File: config.mk
export PLATFORM = sky130hd
export DESIGN_NAME = i2c_poll_sched
export DESIGN_NICKNAME = d
export VERILOG_FILES = /design/src/rtl/i2c_poll_sched.sv
export SDC_FILE = /design/constraint.sdc
export NUM_CORES = 1
export LEC_CHECK = 0
export BUFFER_PORTS_ARGS = -buffer_cell sky130_fd_sc_hd__buf_2
export CAP_MARGIN = 30
export CORE_MARGIN = 3
export CORE_UTILIZATION = 50
export DETAILED_ROUTE_END_ITERATION = 10
export PLACE_DENSITY_LB_ADDON = 0.08
export SETUP_SLACK_MARGIN = 0.02
export SYNTH_ARGS = -nofsm -noshare
export SYNTH_HDL_FRONTEND = slang
export SYNTH_SLANG_ARGS = --single-unit
File: constraint.sdc
create_clock -name CLK -period 1.8 [get_ports CLK]
set_input_delay 0.27 -clock CLK [delete_from_list [all_inputs] [get_ports CLK]]
set_output_delay 0.27 -clock CLK [all_outputs]
set_load 0.005 [all_outputs]
File: src/rtl/i2c_poll_sched.sv
// Shares one i2c_master across four sensor buses. It polls one register per enabled channel
// each round and gives one-shot host transactions priority. m_rw: 1 = read, 0 = write.
module i2c_poll_sched #(
    parameter int unsigned PERIOD_W = 16,
    parameter int unsigned TO_CYC   = 4096
) (
    input  logic                CLK,
    input  logic                RES,
    input  logic                en,
    input  logic [3:0]          ch_mask,
    input  logic [2:0]          dev_adr,
    input  logic [7:0]          poll_reg,
    input  logic [PERIOD_W-1:0] period,
    input  logic                host_req,
    input  logic                host_rw,
    input  logic [1:0]          host_ch,
    input  logic [2:0]          host_adr,
    input  logic [7:0]          host_reg,
    input  logic [7:0]          host_wdata,
    output logic                host_ack,
    output logic [7:0]          host_rdata,
    output logic                m_start,
    output logic                m_rw,
    output logic [1:0]          m_ch,
    output logic [2:0]          m_adr,
    output logic [7:0]          m_reg,
    output logic [7:0]          m_wdata,
    input  logic                m_end,
    input  logic [7:0]          m_rdata,
    input  logic [1:0]          res_sel,
    output logic [7:0]          res_data,
    output logic [3:0]          res_valid,
    output logic [3:0]          err,
    output logic                busy
);

    localparam int unsigned TO_W = (TO_CYC > 1) ? $clog2(TO_CYC) : 1;
    localparam logic [TO_W-1:0] TO_LAST = TO_W'(TO_CYC - 1);

    typedef enum logic [2:0] {
        S_IDLE,
        S_WAIT,
        S_SEL,
        S_RUN,
        S_GAP
    } state_t;

    state_t              state;
    logic [PERIOD_W-1:0] wait_cnt;
    logic [TO_W-1:0]     to_cnt;
    logic [2:0]          ptr;
    logic                round;
    logic                owner_host;
    logic [3:0][7:0]     result;
    logic                nxt_found;
    logic [1:0]          nxt_ch;
    logic                poll_on;

    assign res_data = result[res_sel];
    assign poll_on  = en && (ch_mask != 4'b0000);

    // Lowest enabled channel at or above the round pointer.
    always_comb begin
        nxt_found = 1'b0;
        nxt_ch    = 2'd0;
        for (int n = 3; n >= 0; n--) begin
            if (ch_mask[n] && (3'(n) >= ptr)) begin
                nxt_found = 1'b1;
                nxt_ch    = 2'(n);
            end
        end
    end

    always_ff @(posedge CLK) begin
        if (!RES) begin
            state      <= S_IDLE;
            wait_cnt   <= '0;
            to_cnt     <= '0;
            ptr        <= 3'd0;
            round      <= 1'b0;
            owner_host <= 1'b0;
            result     <= '0;
            res_valid  <= 4'b0000;
            err        <= 4'b0000;
            host_ack   <= 1'b0;
            host_rdata <= 8'h00;
            m_start    <= 1'b0;
            m_rw       <= 1'b0;
            m_ch       <= 2'd0;
            m_adr      <= 3'd0;
            m_reg      <= 8'h00;
            m_wdata    <= 8'h00;
            busy       <= 1'b0;
        end else begin
            host_ack <= 1'b0;
            case (state)
                S_IDLE: begin
                    if (host_req) begin
                        state <= S_SEL;
                        busy  <= 1'b1;
                    end else if (poll_on) begin
                        state <= S_SEL;
                        busy  <= 1'b1;
                        round <= 1'b1;
                        ptr   <= 3'd0;
                    end
                end
                S_SEL: begin
                    if (host_req) begin
                        m_rw       <= host_rw;
                        m_ch       <= host_ch;
                        m_adr      <= host_adr;
                        m_reg      <= host_reg;
                        m_wdata    <= host_wdata;
                        owner_host <= 1'b1;
                        to_cnt     <= '0;
                        m_start    <= 1'b1;
                        state      <= S_RUN;
                    end else if (round && nxt_found) begin
                        m_rw       <= 1'b1;
                        m_ch       <= nxt_ch;
                        m_adr      <= dev_adr;
                        m_reg      <= poll_reg;
                        m_wdata    <= 8'h00;
                        owner_host <= 1'b0;
                        ptr        <= {1'b0, nxt_ch} + 3'd1;
                        to_cnt     <= '0;
                        m_start    <= 1'b1;
                        state      <= S_RUN;
                    end else if (round) begin
                        wait_cnt <= period;
                        state    <= S_WAIT;
                    end else begin
                        state <= S_IDLE;
                        busy  <= 1'b0;
                    end
                end
                S_RUN: begin
                    if (m_end) begin
                        m_start  <= 1'b0;
                        host_ack <= owner_host;
                        state    <= S_GAP;
                        if (m_rw) begin
                            if (owner_host) begin
                                host_rdata <= m_rdata;
                                if (m_reg == poll_reg) begin
                                    result[m_ch] <= m_rdata;
                                end
                            end else begin
                                result[m_ch]    <= m_rdata;
                                res_valid[m_ch] <= 1'b1;
                                err[m_ch]       <= 1'b0;
                            end
                        end
                    end else if (to_cnt == TO_LAST) begin
                        // Master never answered: abandon the transfer and flag the bus.
                        m_start   <= 1'b0;
                        host_ack  <= owner_host;
                        err[m_ch] <= 1'b1;
                        state     <= S_GAP;
                    end else begin
                        to_cnt <= to_cnt + TO_W'(1);
                    end
                end
                S_GAP: begin
                    if (host_req || (round && poll_on)) begin
                        state <= S_SEL;
                    end else begin
                        state <= S_IDLE;
                        busy  <= 1'b0;
                        round <= 1'b0;
                    end
                end
                S_WAIT: begin
                    // A host request leaves the pointer past the last channel, so SEL restarts the wait.
                    if (host_req) begin
                        state <= S_SEL;
                    end else if (wait_cnt == '0) begin
                        if (poll_on) begin
                            ptr   <= 3'd0;
                            state <= S_SEL;
                        end else begin
                            state <= S_IDLE;
                            busy  <= 1'b0;
                            round <= 1'b0;
                        end
                    end else begin
                        wait_cnt <= wait_cnt - PERIOD_W'(1);
                    end
                end
                default: begin
                    state   <= S_IDLE;
                    busy    <= 1'b0;
                    m_start <= 1'b0;
                end
            endcase
        end
    end

endmodule

# ---- Word level (Yosys, flattened, before mapping)
# Cells that the tools add are included.
# Widths: inputs -> output; s select.
dict set report classes {
  bitwise 7
  eq_ne 27
  muxes 81
  magnitude_cmp 7
  n_reduce_logical 32
  addsub 3
}
# operator count
set ops {}
lappend ops {{$mux 16} 5}
lappend ops {{$mux 32} 2}
lappend ops {{$mux 12} 4}
lappend ops {{$mux 8} 6}
lappend ops {{$mux 3} 14}
lappend ops {{$bwmux 32} 1}
lappend ops {{$ne 2x2->1 const B} 16}
lappend ops {{$pmux 16 s2} 1}
lappend ops {{$mux 1} 25}
lappend ops {{$pmux 12 s2} 1}
lappend ops {{$mux 2} 10}
lappend ops {{$reduce_and 4->1} 5}
lappend ops {{$bmux 8 s2} 1}
lappend ops {{$demux 8 s2} 1}
lappend ops {{$logic_not 16->1} 1}
lappend ops {{$mux 4} 4}
lappend ops {{$sub 16x1->16 const B} 1}
lappend ops {{$pmux 3 s5} 1}
lappend ops {{$add 12x1->12 const B} 1}
lappend ops {{$eq 12x12->1 const B} 1}
lappend ops {{$ne 3x3->1 const B} 4}
lappend ops {{$reduce_and 6->1} 2}
lappend ops {{$pmux 3 s3} 1}
lappend ops {{$reduce_and 9->1} 1}
lappend ops {{27 further kinds} 48}
dict set report word_totals {
  output_inout_bits 49
  in_bits 68
  ff_bits 109
  elab_cells 178
}

# ---- Longest topological paths before layout
# Gate-level depths: netlist of run 1.
dict set report depth {
  ltp_word 10
  mapped_depth 9
  depth_no_buf 7
}

# ---- Worst setup path before layout of run 1
# No wires, ideal clock.
dict set report synth_path {
  kind {reg2reg}
  start {register wait_cnt[0]}
  end {register wait_cnt[10]}
  path_buffers 1
  setup_slack_ps -68
  synth_period_minus_slack_ps 1868
  required_time_ps 1660
  setup_time_ps 140
  stages_incl_launch_ff 9
  arrival_ps 1728
  path_cell_list {dfxtp_1 -> inv_1 -> ha_1 -> nor3b_1 -> nand4_2 -> o21a_4 -> nor2_4 -> buf_6 -> o32ai_2}
}
dict set report synth_between {
  elab_chain_len 4
  word_cells_on_any_way 7
  cone_classes {add/sub (1); eq/ne (1); mux (3); reduce/logical (2)}
}
# element line_no
set synth_rtl {}
lappend synth_rtl {{from (decl)} 49} ;# logic [PERIOD_W-1:0] wait_cnt;
lappend synth_rtl {{from (signal assigned)} 131} ;# wait_cnt <= period;
lappend synth_rtl {{from (signal assigned)} 188} ;# wait_cnt <= wait_cnt - PERIOD_W'(1);
lappend synth_rtl {{$sub 16x1->16} 188}
lappend synth_rtl {{$mux 16} 178} ;# end else if (wait_cnt == '0) begin
lappend synth_rtl {{$mux 16} 176} ;# if (host_req) begin
lappend synth_rtl {{$pmux 16 s2} 96} ;# case (state)
# Several ways; a longest one is shown, not always the timed one. The select of a mux whose other input is x is not followed.
# A chain may end at the register's enable or synchronous reset.

# ---- Worst setup path in the final report of run 1
dict set report layout_path {
  start {register wait_cnt[7]}
  end {register wait_cnt[11]}
}
# Same word-level chain as after synthesis.

==> results of run 1 <==
-- critical path, cell delays in order, from the launching register on --
cell	delay [ns]
sky130_fd_sc_hd__dfxtp_1	0.32
sky130_fd_sc_hd__buf_4	0.15
sky130_fd_sc_hd__or4_1	0.57
sky130_fd_sc_hd__buf_4	0.17
sky130_fd_sc_hd__nor3_1	0.22
sky130_fd_sc_hd__a22oi_1	0.13
sky130_fd_sc_hd__o32ai_2	0.24
-- power groups by stage --
stage / clock (uW) / sequential [uW] / combinational, uW
2_1_floorplan: 0 / 2600 / 559
3_3_place_gp: 0 / 2610 / 916
3_5_place_dp: 0 / 2620 / 932
4_1_cts: 1940 / 2560 / 949
5_1_grt: 2050 / 2580 / 1150
6_report: 1920 / 2570 / 1060
-- final cells by class --
type	count	area, um^2	share of cell area
Tap cell	140	175	0.0227
Clock inverter	5	45.0	0.00585
Multi-Input combinational cell	458	3540	0.459
Inverter	13	51.3	0.00666
Clock buffer	10	229	0.0297
Timing Repair Buffer	213	1470	0.190
Sequential cell	109	2200	0.285
-- cells in the mapped netlist, drive strengths merged, types with 7 or more instances --
master | instances | area [um^2]
dfxtp | 109 | 2180
nand2 | 89 | 339
mux2i | 51 | 510
a21oi | 42 | 210
nor2 | 37 | 154
nor3 | 32 | 160
nand3 | 28 | 163
clkbuf | 26 | 97.6
buf | 17 | 115
a211oi | 14 | 163
o21ai | 14 | 73.8
inv | 12 | 45.0
o32ai | 12 | 165
xnor2 | 11 | 96.3
a22o | 8 | 70.1
mux4 | 8 | 180
a22oi | 7 | 52.6
and3 | 7 | 43.8
o31ai | 7 | 52.6
or3 | 7 | 43.8
-- final timing paths --
check	end
worst min register to register	result[12]
worst min-delay path	m_wdata[5]
worst max register to register	wait_cnt[11]
worst max-delay path	wait_cnt[11]
-- cell families (layout without fill, tap and decap cells) --
kind of cell | Yosys count | in the layout | synth area share
and+or+nand+nor | 239 | 239 | 0.218
AOI/OAI and AO/OA | 145 | 146 | 0.201
DFF | 109 | 109 | 0.388
muxes | 59 | 59 | 0.123
buffers and inverters | 56 | 241 | 0.0465
xor gates and xnor gates | 11 | 11 | 0.0171
adders and majority gates | 3 | 3 | 0.00667
-- routing by layer --
layer,global-route usage,vias to the layer above
met5,0,-
met4,0.0761,0
met3,0.0534,21
met2,0.408,188
met1,0.331,2672
li1,-,2648
-- through the flow --
step,cell area (um^2),util
after global routing,7700,0.704
after detailed placement,6820,0.624
after floorplan,5630,-
final,7700,0.704
after global placement,6820,0.624
after CTS,7200,0.659
-- timing repair --
item                                   in CTS  in global routing
gates cloned                                1                  3
resized for setup                          20                 80
endpoints found under the hold margin       0                  0
pin swaps                                   4                 28
setup endpoints to repair                  49                 75
buffers inserted                            3                 13
==> run summary, run 1 <==
For the worst flop-to-flop path, the logic depth is 6. For the number of H-tree levels, the log shows 3. result holds more flip-flops than any other register. For the total number of vias, the log shows 5529.

In this run, placement finished with an instance count of 913. The total number of nets in the final design came out at 875. In this run the register-to-register setup slack is -0.08 ns.

The startpoint identified for the worst hold timing path is host_wdata[5]. The headroom to the max-slew limit was 0.662. Counting along the longest clock path gives a buffer depth of 2. After detailed routing, the number of vias per cell comes to 5.83.

CTS root buffer: sky130_fd_sc_hd__clkbuf_16. The final reports fail on setup timing. After detailed routing, the average wire length per cell comes to 17.1 um. The worst setup path is captured at a flop.

The first global-routing pass estimated 26100 um of wire. Summing internal, switching and leakage power gives 5540 uW. Counting the buffers created by CTS gives 9. The floorplan step defined a die boundary enclosing 12600 um^2. Counting every sink on the clock net gives 109.

Highest routed metal layer: met4. The clock skew was 0.00962 ns. Summed over all cells, the static leakage comes to 0.00339 uW. The top cell types in the final layout, fill and taps aside, are sky130_fd_sc_hd__buf_2 (116), sky130_fd_sc_hd__dfxtp_1 (98), sky130_fd_sc_hd__nand2_1 (83). The number of routed nets with antenna violations was 0; the area of the core was 10900 um^2. The instance count along the most critical hold path is 2. The fraction of registers with async set or reset after synthesis was 0. The run finished, with violations left. The floorplan has 38 rows. Die outline width: 112 um. The logs give -0.0841 ns for the final worst slack and 0 for the number of antenna violations at the first check in global routing. The count of pins over their slew limit was 0; the number of storage elements in the synthesis netlist was 109. The time the worst path needs with I/O delays and setup came out at 1.88 ns. After filler insertion, the fill cell instance count of the layout stands at 876. The setup TNS after final layout is -0.655 ns.

The tools report the global-route total usage across every layer as 0.249. Max-cap violations in this run came to 0. For the number of global-route vias before repair, the log shows 5436. For the last weighted congestion value of the routability-driven placer, the log shows 0.840.

Summed over all nets, wire length on met3 after detailed routing comes to 979 um. The number of remaining DRC errors came out at 0. The startpoint of the worst-slack reg-to-reg timing path is wait_cnt[7]. The largest registers in the layout are result x32, wait_cnt x16, to_cnt x12. The average size of a mapped cell was 9.05 um^2. Setup violations remaining at the end of the flow were counted as 17.

The combined area of all synthesized cells is 5630 um^2. For the portion of the post-synthesis area used by sequential elements, the log shows 0.388. The tools report the relative contribution of the clock network to total power as 0.346. The layout cell share with drive strength beyond 1 works out to 0.411.

The later pin in the worst-skew pair is clocked with a latency of 0.36 ns. The pre-antenna-repair detailed-routing pass consisted of 5 iterations. The tools report the overall overflow remaining after global route as 0.

The Yosys step of the flow raised 0 warnings. The pin slew with the least headroom to its limit was 0.505 ns; the antenna diode count was 0. OpenSTA, run right after detailed placement, puts the worst setup slack at -0.101 ns.

The internal portion of total power was 3940 uW; the maximum number of pins on one net before global-route repair was 67. Summed over all nets, wire length on met2 after detailed routing comes to 7910 um. The power density normalized to cell area is 720 nW/um^2. The starting density of the core is 0.515. The switching power summed over all nets is 1600 uW, and the worst voltage drop across the vdd grid is 0.000643 V. For the worst setup path, the data arrival time is 2.16 ns.

In the final routing, the length of wire on met1 measures 7080 um. Number of flops mapped to enable cells by yosys: 0. The worst setup path is launched from a flop.

During I/O placement, the number of pins put on the boundary was 117. The clock edge transition at the registers on the reported setup and hold paths is 0.07 ns, and the total wire length after detailed routing is 16200 um. The fmax was 0.531 GHz; the violation count after the first detailed-routing iteration was 421. The count of port buffers added during placement works out to 116. Fraction of power consumed by sequential logic: 0.464. The run gives 0 as the number of hold buffers added after cts.

The run gives 76 as the distinct cell type count of the synthesized netlist. The class of the tightest hold or removal check is primary input to flop. The register with the most flip-flops in the layout has 32 of them. The proportion of total power due to net switching is 0.289. TritonCTS built the clock tree.

Setup repair after global routing could not meet its margin everywhere. In the synthesized netlist, the number of instances is 622. For this run, the number of standard cells in the final layout without fillers is 948. Of all nets on the critical path, the largest fanout is 6. For the placed wire-length estimate, the log shows 11100 um.

Leaving out fill and tap cells, the most frequent cell in the layout is sky130_fd_sc_hd__buf_2. The area growth from synthesis to layout is 36.8%. For the worst setup path, the data required time is 2.08 ns. The logs give 0.191 for the combinational share of power and 0.117 ns for the minimum hold slack. For the synthesized netlist net count, the log shows 693. The first element of the critical path is wait_cnt[7]. Fraction of the cycle the final worst path needs: 1.05. Among all flip-flop cells after synthesis, the most frequent one is sky130_fd_sc_hd__dfxtp_1. The setup path with the least slack is of type flop to flop. Number of hold violations in the final report: 0. The floorplan step set the die height to 112 um.
Power figures use the tool's default switching activity.
==> run 2, diff against run 1 <==
- CORE_ASPECT_RATIO: default -> 0.9
==> run 2 against run 1 <==
Effect of this change: clock skew down 0.0024 ns; count of clock-buffer cells in the layout is 1 higher; largest power group unchanged; global-route usage fell by 0.81 points; worst setup slack improved by 0.12 ns; the flow now finishes without violations; combinational power down 5%.
==> run summary, run 2 (synthesis results as in run 1) <==
The flow ran to the end, and the final reports show no timing, DRC or antenna violations. By startpoint and endpoint, the worst setup path is classified as flop to flop. The logs give 0 for the count of pins over their slew limit and 3960 uW for the internal portion of total power.

The run gives 9 as the clock buffer count from CTS. The critical path ends at wait_cnt[9]. Walking the worst path, the cells encountered are or4_4 -> nor4_4 -> buf_6 -> o2bb2ai_4 -> nand2_1 -> o221a_1. In this run the critical register-to-register path is launched from wait_cnt[0]. The run gives 387 as the violation count after the first detailed-routing iteration.

At the later pin of the worst-skew pair, clock insertion delay measures 0.36 ns. The via density per instance works out to 5.55. Power spread over the standard cell area amounts to 736 nW/um^2. The tool flagged a number of max-cap violations equal to 0. The fraction of the cycle the final worst path needs is 0.982, and the per-cell routed wire length is 16.3 um.

The path class of the tightest hold or removal check is primary input to flop. The tools report the number of antenna violations at the first check in global routing as 0. At the worst endpoint, the required time is 2.05 ns. The layout cell share with drive strength beyond 1 came out at 0.382.

Across all register-to-register paths, the minimum setup slack is 0.03 ns. The area enclosed by the die boundary was 12600 um^2. Static timing analysis puts the maximum clock frequency at 0.566 GHz. Detailed routing inserted a total of 5299 vias. The first element of the critical path is wait_cnt[0].

The number of hold violations in the final report is 0, and the instance count along the most critical hold path is 2. The number of hold buffers added after cts came out at 0. Global routing finished with a remaining overflow of 0.

Compared with the post-synthesis result, the final layout area differs by 32.8%. The clock edge transition at the registers on the reported setup and hold paths is 0.07 ns, and the total of fill cells in the finished design is 882. In this run the clock root is driven by a sky130_fd_sc_hd__clkbuf_16. Ranked by flip-flop count, first place goes to result. The largest registers in the layout are result x32, wait_cnt x16, to_cnt x12.

Of all nets on the critical path, the largest fanout is 10. The switching power summed over all nets is 1540 uW. The number of H-tree levels was 3; the number of remaining DRC errors was 0. For the worst voltage drop across the vdd grid, the log shows 0.000749 V. The run gives 2.02 ns as the data arrival time of the critical path.

The proportion of total power due to net switching came out at 0.280. Leaving out fill and tap cells, the most frequent cells in the layout are sky130_fd_sc_hd__buf_2 (117), sky130_fd_sc_hd__dfxtp_1 (102), sky130_fd_sc_hd__nand2_1 (85). Entering global routing, the biggest net connects 66 pins. The number of flip-flops in the largest register is 32. The final layout contains routed wiring with a total length of 15600 um.

Subtracting the final worst setup slack from the clock period gives 1.77 ns. The tools report the number of endpoints failing setup at the final stage as 0. The worst register-to-register path has a depth of 6. The run gives 10900 um^2 as the area of the core. The logs give 0.241 for the global-route total usage across every layer and 0.350 for the relative contribution of the clock network to total power.

For the maximum clock path buffer count, the log shows 2. The number of global-route vias before repair came out at 5217. The count of port buffers added during placement is 116. The combinational share of power was 0.183; the depth of the critical timing path with buffers and inverters included was 6. From bottom edge to top edge, the die measures 107 um. The minimum hold slack was 0.121 ns; the number of rows created at floorplan was 36. At the pin with the least slew margin, the transition time is 0.513 ns. The tools report the first-pass iteration count of the detailed router as 5. In this run the static leakage power is 0.00334 uW.

Setup repair after global routing could not meet its margin everywhere. Across the routed clock network, the largest skew measured is 0.00726 ns. The first-pass GRT wire length is 25000 um, and the critical path's largest stage delay is 0.56 ns. The count of buffer and inverter cells on the critical path was 1; the last weighted congestion value of the routability-driven placer was 0.825. STA classifies the critical path endpoint as a flop. The most common cell after layout, fill and taps aside was sky130_fd_sc_hd__buf_2. STA classifies the critical path startpoint as a flop.

Counting every sink on the clock net gives 109. The fraction of power consumed by sequential logic is 0.467. Capture instance of the worst register-to-register path: wait_cnt[9]. In the final design database the tool counted 869 nets. The headroom to the max-slew limit came out at 0.649. TritonCTS built the clock tree. Detailed placement ended at an HPWL of 11000 um.

The run gives 0.516 as the starting density of the core. The floorplan step set the die width to 118 um. The number of routed nets with antenna violations is 0, and the antenna diode count is 0. The cell family with the largest share of critical-path delay was simple AND/OR/NAND/NOR gates. The largest individual stage delay along the critical path comes from the cell sky130_fd_sc_hd__or4_4. After routing, the total negative slack on setup checks comes to 0 ns. In this run the count of I/O pins placed on the die edge is 117.
## run 2: power by group through the flow
stage	clock network (uW)	logic, uW	registers [uW]
2_1_floorplan	0	559	2600
3_3_place_gp	0	909	2610
3_5_place_dp	0	929	2610
4_1_cts	1960	942	2560
5_1_grt	2050	1100	2580
6_report	1920	1010	2570
## run 2: what timing repair did
action                     CTS  global route
buffers inserted             3            11
gates resized for setup     19            43
pin swaps                    7            18
setup endpoints to repair   38            88
gates cloned                 0             2
## run 2: area by class of cell
class | instances | area [um^2] | area share
clock buffers | 11 | 243 | 0.0325
clock inverters | 5 | 43.8 | 0.00586
inverters | 13 | 48.8 | 0.00653
multi-input cells | 458 | 3400 | 0.454
flip-flops and latches | 109 | 2190 | 0.293
well taps | 152 | 190 | 0.0254
repair buffers | 207 | 1360 | 0.182
## run 2: worst min path at each step
stage / start / slack, ns / to
floorplan: host_wdata[0] / 0.40 / m_wdata[0]
global placement: result[19] / 0.44 / result[19]
detailed placement: host_rdata[2] / 0.45 / host_rdata[2]
CTS: host_wdata[1] / 0.11 / m_wdata[1]
global route: host_wdata[4] / 0.11 / m_wdata[4]
finish: host_wdata[1] / 0.12 / m_wdata[1]
## run 2: per-layer routing
metal,up-vias,GRT usage,wire length [um],part of all wire
li1,2650,-,-,-
met1,2475,0.315,7120,0.46
met2,159,0.399,7420,0.48
met3,15,0.0696,909,0.058
met4,0,0.0519,141,0.0090
met5,-,0,0,0
## run 2: per-stage QoR
stage,util,worst slack [ns],total power [uW],instance area [um^2],cells
after floorplan,-,0.0470,3160,5630,622
after global placement,0.626,-0.0208,3520,6820,923
after detailed placement,0.626,-0.0642,3540,6820,923
after CTS,0.660,0.0186,5470,7200,942
after global routing,0.686,-0.0370,5730,7470,955
final,0.686,0.0324,5500,7470,955
==> run 3, diff against run 2 <==
- PLACE_DENSITY: default -> 0.85
- PLACE_DENSITY_LB_ADDON: 0.08 -> default
- SETUP_SLACK_MARGIN: 0.02 -> default
- TNS_END_PERCENT: default -> 50
==> run 3 against run 2 <==
Effect of this change: the flow now finishes with violations (setup timing); cell count shrank 1.6%; clock skew grew 0.0033 ns; first-iteration DRC count grew 67%; combinational power is essentially flat; register-to-register slack lost 0.07 ns; via count grew 8.6%; final area shrank 0.92%; worst hold slack is essentially flat; critical path type unchanged; critical endpoint is now to_cnt[5].
==> run summary, run 3 (synthesis results as in run 1) <==
The run gives 0.544 GHz as the fmax. For hold timing, the worst endpoint is m_wdata[4]. Required arrival time at the worst endpoint: 2.07 ns. The register ranked first by flip-flop count was result. At the end of routability-driven placement, the weighted congestion stood at 0.921.

The max-capacitance violation count came out at 0. The critical path goes through ha_2 -> nand2_2 -> nor4_4 -> a211o_4 -> or4_1 -> a21oi_1. The proportion of total power due to net switching is 0.290.

The number of endpoints failing setup at the final stage is 4. Number of rows created at floorplan: 36. The first-pass iteration count of the detailed router was 6; the total number of vias was 5756.

The maximum clock path buffer count is 2, and the area of the core is 10900 um^2. Critical path's largest stage delay: 0.49 ns. The cell family contributing the most delay on the critical path is simple AND/OR/NAND/NOR gates. The repair_antennas step left the layout with diodes totalling 0. The fraction of the cycle the final worst path needs was 1.02. The largest individual stage delay along the critical path comes from the cell sky130_fd_sc_hd__or4_1. The headroom to the max-slew limit was 0.636.

In this run the most critical hold path is launched from host_wdata[4]. Type of origin of the critical path: a flop. The per-cell routed wire length is 18.4 um. The min-delay analysis places its worst path in the category primary input to flop. The register with the most flip-flops in the layout has 32 of them.

The number of global-route vias before repair is 5516. In this run the remaining antenna-violating nets after routing total 0. The layout cell share with drive strength beyond 1 came out at 0.382. For the pin with the worst max-slew slack, the measured transition is 0.542 ns. The top cell types in the final layout, fill and taps aside, are sky130_fd_sc_hd__buf_2 (116), sky130_fd_sc_hd__dfxtp_1 (98), sky130_fd_sc_hd__nand2_1 (85). For the finished layout, the period the worst path requires is 1.84 ns. The flow ran to the end, but the final reports show violations. The clock latency at the later pin of the worst-skew pair was 0.35 ns; the synthesis-to-finish area growth was 31.6%. The wire-length estimate of the detail-placed layout is 11800 um. The die covers 12600 um^2. Clock edge transition at the registers on the reported setup and hold paths: 0.08 ns. Counting every sink on the clock net gives 109. The setup check on the worst reg-to-reg path leaves a slack of -0.04 ns. For the final worst slack, the log shows -0.0374 ns.

Internal portion of total power: 3980 uW. The library cell used most frequently in the layout, excluding fill and tap cells, is sky130_fd_sc_hd__buf_2. The data arrival time of the critical path is 2.11 ns. The tools report the core utilization of the finished layout as 0.679. Setup repair after global routing could not meet its margin everywhere. For this design the top-level I/O count stands at 117.

The logs give 0 for the number of antenna violations at the first check in global routing and 17300 um for the total wire length after detailed routing. The logs give 647 for the violation count after the first detailed-routing iteration and 0 for the count of pins over their slew limit. Clock skew on the completed layout was measured at 0.0106 ns.

After filler insertion, the fill cell instance count of the layout stands at 791. The clock buffer count from CTS was 9; the combinational share of power was 0.184. The final reports fail on setup timing. The number of hold violations in the final report came out at 0.

The tools report the fraction of power consumed by sequential logic as 0.459. The tree is rooted in a sky130_fd_sc_hd__clkbuf_16. In this run, post-CTS hold repair placed 0 buffers. TritonCTS built the clock tree.

After detailed routing, the number of remaining DRC violations is 0. Entering global routing, the biggest net connects 47 pins. After global routing the overflow that remains totals 0. The count of buffers added on input and output ports is 116. The instance count along the most critical hold path is 2.

The die outline width is 118 um. The startpoint identified for the worst register-to-register timing path is to_cnt[1]. Static leakage: 0.00327 uW. The relative contribution of the clock network to total power was 0.357. Capture instance of the worst register-to-register path: to_cnt[5]. For the minimum hold slack, the log shows 0.121 ns.

The first global-routing pass estimated 26400 um of wire. Power spread over the standard cell area amounts to 757 nW/um^2. The H-tree generated during clock tree synthesis spans 3 levels. Counting cells, the worst reg-to-reg path comes to 6.

The endpoint kind of the worst setup timing path is a flop. For the global-route total usage across every layer, the log shows 0.253. IR analysis of the VDD net gives a maximum drop of 0.000538 V.

The starting density of the core is 0.516, and the switching power summed over all nets is 1620 uW. The largest registers in the layout are result x32, wait_cnt x16, to_cnt x12. The via density per instance is 6.12. The number of buffers and inverters on the critical path is 0. The total number of nets in the final design came out at 854. Measured along the y axis, the die boundary spans 107 um. By startpoint and endpoint, the worst setup path is classified as flop to flop.

The maximum fanout along the worst path was 5.
run 3: area by class of cell:
type,count,area [um^2],share of cell area
well taps,152,190,0.0257
multi-input cells,459,3430,0.463
flip-flops and latches,109,2200,0.297
clock buffers,10,239,0.0323
inverters,13,48.8,0.00659
repair buffers,191,1240,0.167
clock inverters,6,61.3,0.00828
run 3: power by group through the flow:
stage	Sequential [uW]	Clock (uW)	Combinational [uW]
global route	2580	2130	1120
floorplan	2600	0	559
global placement	2610	0	907
detailed placement	2620	0	944
finish	2570	2000	1030
CTS	2570	2030	955
run 3: worst reg2reg max path, stage by stage, from the launching register on:
cell and delay [ns]:
sky130_fd_sc_hd__dfxtp_2 0.35, sky130_fd_sc_hd__ha_2 0.20, sky130_fd_sc_hd__nand2_2 0.10, sky130_fd_sc_hd__nor4_4 0.05
sky130_fd_sc_hd__a211o_4 0.37, sky130_fd_sc_hd__or4_1 0.49, sky130_fd_sc_hd__a21oi_1 0.19
run 3: how the worst max path moves through the flow:
stage | startpoint | end | slack, ns | cells past startpoint
final | to_cnt[1] | to_cnt[5] | -0.04 | 6
after global routing | wait_cnt[0] | wait_cnt[9] | -0.09 | 6
after CTS | state[2] | wait_cnt[5] | -0.05 | 6
after detailed placement | state[0] | wait_cnt[5] | -0.09 | 7
after global placement | state[0] | wait_cnt[2] | -0.07 | 7
after floorplan | wait_cnt[0] | wait_cnt[9] | 0.05 | 5
run 3: routing by layer:
layer | global-route usage | share of wire | vias to the layer above | routed length, um
met2 | 0.433 | 0.50 | 334 | 8710
li1 | - | - | 2625 | -
met3 | 0.0585 | 0.081 | 53 | 1410
met4 | 0.0895 | 0.028 | 0 | 477
met5 | 0 | 0 | - | 0
met1 | 0.314 | 0.39 | 2744 | 6710
run 3: what timing repair did:
item                                    in CTS  in global routing
hold endpoints to repair                     0                  0
endpoints found under the setup margin      39                 87
setup buffers                                0                  5
pin swaps                                    2                 16
resized for setup                           10                 54
gates cloned                                 0                  2
run 3: metrics by stage:
step                      setup WS (ns)  TNS (ns)  cells  instance area [um^2]  power, uW
after CTS                       -0.0501   -0.0501    933                  7130       5550
final                           -0.0374   -0.0928    940                  7400       5600
after global routing            -0.0857     -1.00    940                  7400       5820
after global placement          -0.0651    -0.584    917                  6790       3520
after floorplan                  0.0470         0    622                  5630       3160
after detailed placement        -0.0922     -1.33    917                  6790       3560
